### src/rtl/captura_contador.sv
// Event capture for a 3-bit upstream counter: every change of q_in is queued in a FWFT FIFO.
// Optional CAPTURA_TIMESTAMP_EN appends a saturating edges-since-last-event timestamp to each entry.
module captura_contador #(
  parameter int unsigned DEPTH = 4,
  parameter int unsigned TS_W  = 8,
`ifdef CAPTURA_TIMESTAMP_EN
  localparam int unsigned EW = 3 + TS_W
`else
  localparam int unsigned EW = 3
`endif
) (
  input  logic          clk,
  input  logic          rst_n,
  input  logic [2:0]    q_in,
  input  logic          rd_en,
  output logic [EW-1:0] dout,
  output logic          valid,
  output logic          overflow,
  output logic          seq_err,
  output logic [7:0]    wrap_count
);

  localparam int unsigned AW = $clog2(DEPTH);
  localparam int unsigned CW = $clog2(DEPTH + 1);

  logic [2:0]    q_prev_q;
  logic [AW-1:0] wr_ptr_q, wr_ptr_d;
  logic [AW-1:0] rd_ptr_q, rd_ptr_d;
  logic [CW-1:0] count_q, count_d;
  logic          overflow_q, overflow_d;
  logic          seq_err_q, seq_err_d;
  logic [7:0]    wrap_q, wrap_d;
  logic [EW-1:0] mem_q [DEPTH];

  logic          evt, full, pop, push;
  logic [2:0]    q_expect;
  logic [EW-1:0] entry;

`ifdef CAPTURA_TIMESTAMP_EN
  logic [TS_W-1:0] ts_q, ts_d, ts_push;

  always_comb begin
    ts_push = (ts_q == '1) ? ts_q : ts_q + 1'b1;
    ts_d    = evt ? '0 : ts_push;
    entry   = {q_in, ts_push};
  end

  always_ff @(posedge clk or negedge rst_n) begin
    if (!rst_n) ts_q <= '0;
    else        ts_q <= ts_d;
  end
`else
  always_comb entry = q_in;
`endif

  // A push into a full FIFO is accepted only when the head leaves on the same edge.
  always_comb begin
    evt        = (q_in != q_prev_q);
    q_expect   = q_prev_q + 3'd1;
    valid      = (count_q != '0);
    full       = (count_q == CW'(DEPTH));
    pop        = rd_en && valid;
    push       = evt && (!full || pop);
    wr_ptr_d   = push ? wr_ptr_q + 1'b1 : wr_ptr_q;
    rd_ptr_d   = pop  ? rd_ptr_q + 1'b1 : rd_ptr_q;
    count_d    = count_q;
    if (push && !pop)      count_d = count_q + 1'b1;
    else if (!push && pop) count_d = count_q - 1'b1;
    overflow_d = overflow_q || (evt && full && !pop);
    seq_err_d  = seq_err_q  || (evt && (q_in != q_expect));
    wrap_d     = (evt && q_prev_q == 3'd7 && q_in == 3'd0) ? wrap_q + 1'b1 : wrap_q;
  end

  always_ff @(posedge clk or negedge rst_n) begin
    if (!rst_n) begin
      q_prev_q   <= '0;
      wr_ptr_q   <= '0;
      rd_ptr_q   <= '0;
      count_q    <= '0;
      overflow_q <= 1'b0;
      seq_err_q  <= 1'b0;
      wrap_q     <= '0;
      for (int unsigned i = 0; i < DEPTH; i++) mem_q[i] <= '0;
    end else begin
      q_prev_q   <= q_in;
      wr_ptr_q   <= wr_ptr_d;
      rd_ptr_q   <= rd_ptr_d;
      count_q    <= count_d;
      overflow_q <= overflow_d;
      seq_err_q  <= seq_err_d;
      wrap_q     <= wrap_d;
      if (push) mem_q[wr_ptr_q] <= entry;
    end
  end

  assign dout       = mem_q[rd_ptr_q];
  assign overflow   = overflow_q;
  assign seq_err    = seq_err_q;
  assign wrap_count = wrap_q;

endmodule

### config.mk
export PLATFORM = sky130hd
export DESIGN_NAME = captura_contador
export DESIGN_NICKNAME = d
export VERILOG_FILES = /design/src/rtl/captura_contador.sv
export SDC_FILE = /design/constraint.sdc
export NUM_CORES = 1
export LEC_CHECK = 0
export ABC_AREA = 1
export CAP_MARGIN = 30
export CELL_PAD_IN_SITES_DETAIL_PLACEMENT = 1
export CELL_PAD_IN_SITES_GLOBAL_PLACEMENT = 2
export CORE_UTILIZATION = 33
export DETAILED_ROUTE_END_ITERATION = 7
export PLACE_DENSITY_LB_ADDON = 0.1
export SYNTH_ARGS = -nofsm -noshare
export SYNTH_HDL_FRONTEND = slang
export SYNTH_SLANG_ARGS = --single-unit
### constraint.sdc
create_clock -name clk -period 2.35 [get_ports clk]
set_input_delay 0.47 -clock clk [delete_from_list [all_inputs] [get_ports clk]]
set_output_delay 0.47 -clock clk [all_outputs]
set_load 0.1 [all_outputs]
==> results of run 1 <==
cell type report:
class	count	area share
clock buffers	7	0.0433
inverters	22	0.0371
multi-input cells	146	0.381
repair buffers	30	0.126
flip-flops and latches	32	0.360
well taps	70	0.0393
clock inverters	1	0.0135
per-stage QoR:
step                cell area [um2]  hold slack [ns]  setup WS [ns]
floorplan                      1790            0.174         0.0435
global placement               2100            0.447         -0.180
detailed placement             2100            0.454         -0.266
CTS                            2220            0.471         0.0561
global route                   2230            0.409         0.0155
finish                         2230            0.411          0.180
metal layers:
| metal | wire length (um) | GRT usage | share of wire |
|---|---|---|---|
| met5 | 0 | 0 | 0 |
| met1 | 1890 | 0.219 | 0.44 |
| met2 | 2210 | 0.308 | 0.52 |
| met4 | 72 | 0.0741 | 0.017 |
| met3 | 107 | 0.0361 | 0.025 |
worst register-to-register path: stages, from the launching register on:
cell and delay [ns]:
dfrtp_1 0.40, inv_1 0.08, nand2_2 0.09, nand2_2 0.06, nand3_4 0.07, nand2_1 0.10
inv_2 0.08, ha_1 0.14, inv_1 0.06, fa_1 0.38, a21oi_1 0.14, o21ai_0 0.11
xor2_1 0.15
worst max-delay path by stage:
| stage | startpoint | end | slack, ns | cells after the start |
|---|---|---|---|---|
| after detailed placement | q_in[0] | count_q[2] | -0.27 | 13 |
| after global routing | q_in[1] | count_q[2] | 0.02 | 11 |
| final | q_in[1] | count_q[2] | 0.18 | 11 |
| after global placement | q_in[2] | count_q[2] | -0.18 | 13 |
| after floorplan | count_q[1] | count_q[2] | 0.04 | 9 |
| after CTS | q_in[0] | count_q[2] | 0.06 | 13 |
cell usage after synthesis, drive strengths merged:
library cell   n
inv           22
nand3         16
nor2          15
nor3           2
ha             8
o21ai          8
nand4         21
xnor2          3
buf            6
clkbuf         1
dfrtp         32
o22ai          3
fa             1
a21oi          3
nand2         61
xor2           5
logic make-up after synthesis:
kind of cell    after synthesis  share of synthesized area
flops                        32                      0.453
simple gates                115                      0.314
fa+ha+maj                     9                     0.0680
compound gates               14                     0.0418
buf+inv                      29                     0.0793
xor+xnor                      8                     0.0439
registers in the layout (all words and copies together) (netlist names):
name,count
overflow,1
q_prev_q,3
count_q,3
wr_ptr_q,2
wrap_count,8
rd_ptr_q,2
mem_q,12
seq_err,1
power groups by stage:
stage / clock (mW) / combinational [mW] / sequential [mW]
final: 0.581 / 1.50 / 0.871
after global routing: 0.625 / 1.66 / 0.896
after CTS: 0.606 / 1.52 / 0.876
after detailed placement: 0 / 1.51 / 0.885
after global placement: 0 / 1.48 / 0.879
after floorplan: 0 / 1.02 / 0.899
==> results_dict.tcl, run 1 <==
set metrics [dict create \
    p_per_area_mw_per_mm2 1330 \
    ant_nets 0 \
    ioPinCount 20 \
    synth_top_area_frac 0.453 \
    r2r_start "q_prev_q[0]" \
    final_cell_mix "nand2_1, dfrtp_1, buf_4" \
    hp-start "q_in[0]" \
    seqCellArea_um2 801 \
    die_h_um 75.2 \
    drt_wl_total_mm 4.28 \
    holdPathEnd "q_prev_q[0]" \
    worst-path-buf-inv 3 \
    cts_num_sinks 32 \
    place_inst 300 \
    syn_to_final_growth_pct 26.1 \
    cts_resized 0 \
    cpLargestDelayFamily "buffers and inverters" \
    final_cells 308 \
    cts_buffers 5 \
    slowest_delay_ns 0.47 \
    drv_cap 0 \
    clk_pin_slew_worst_paths_ns 0.07 \
    hold_depth 1 \
    seqPwrFrac 0.295 \
    antenna_found_initial 0 \
    swShare 0.450 \
    antennaDiodeCount 0 \
    drc_errors 0 \
    gr-total-overflow 0 \
    r2r_slack_ns 0.38 \
    numPortBuffers 19 \
    htreeDepth 2 \
    critPathRequiredTime_ns 2.51 \
    first_iter_violations 82 \
    place_congestion 0.805 \
    drt-vias-per-instance 4.81 \
    drv_slew 0 \
    grt_usage 0.179 \
    layout_min_cycle_time_ns 2.17 \
    cp_data_arrival_time_ns 2.33 \
    synth_area_leader_cell "dfrtp_1" \
    clkPwrFrac 0.197 \
    post_cts_buffers 0 \
    postSynthAreaPerCell_um2 8.53 \
    p_int_mw 1.63 \
    final_common_cell "nand2_1" \
    synth_area_leaders "dfrtp_1, nand2_1, nand4_1" \
    synth_nets 222 \
    worstMarginPinSlew_ns 0.477 \
    syn_area_mm2 0.00177 \
    p_leak_nw 1.12 \
    ys_seq_area_frac 0.453 \
    vias 1483 \
    ir_drop_mv 0.782 \
    endpoint_kind "flop" \
    multiInputGateArea_um2 850 \
    timing.slew.headroom 0.682 \
    hold_path.class "in -> reg" \
    yosysUniqueCellTypes 24 \
    dieArea_mm2 0.00565 \
    die_w_um 75.2 \
    drt_pre_antenna_iters 4 \
    setup_viol 0 \
    grt_pass1_vias 1606 \
    timing.rr.end "count_q[2]" \
    finalNetCount 252 \
    dp_hpwl_mm 3.21 \
    clk_path_buf_depth 2 \
    period_share 0.924 \
    syn_inst 207 \
    synth_seq_cells 32 \
    wire_per_inst_um 13.9 \
    hold_buffers 0 \
    worstPathMaxFanout 3 \
    std_cell_rows 26 \
    max_freq_mhz 461 \
    start_util 0.344 \
    synth_warnings 0 \
    clock_latency_ns 0.29 \
    p_comb_frac 0.509 \
    grt_first_pass_wirelength_mm 7.45 \
    fin_tns_setup_ns 0 \
    rsz0062_at_grt "false" \
    clock_skew_ns 0.00609 \
    path_class "in -> reg" \
    drive_gt1_frac 0.218 \
    worstPathCellList "clkdlybuf4s50_1 > xnor2_2 > nand3_4 > nand2_1 > inv_2 > ha_1 > inv_1 > fa_1 > a21oi_1 > o21ai_0 > xor2_1" \
    crit_path_start_kind "input port" \
    r2r.worst_path.cells 12 \
    cts_tree "done" \
    fin_util 0.433 \
    fillers 633 \
    fin_total_pwr_mw 2.96 \
    hold_viol 0 \
    status "finished clean" \
    root_buffer "clkbuf_8" \
    switching_power_mw 1.33 \
    crit_path_top_delay_cell "clkdlybuf4s50_1" \
    core_mm2 0.00514 \
    grt_start_max_net_pins 33 \
]
(Power assumes the default switching activity.)
==> run 2: changes to the inputs <==
--- a/config.mk
+++ b/config.mk
@@ -12,6 +12,8 @@
 export CORE_UTILIZATION = 33
 export DETAILED_ROUTE_END_ITERATION = 7
 export PLACE_DENSITY_LB_ADDON = 0.1
+export SKIP_LAST_GASP = 1
+export SLEW_MARGIN = 10
 export SYNTH_ARGS = -nofsm -noshare
 export SYNTH_HDL_FRONTEND = slang
 export SYNTH_SLANG_ARGS = --single-unit
==> results of run 2 <==
No change in the layout: final DEF, timing and power equal those of run 1.
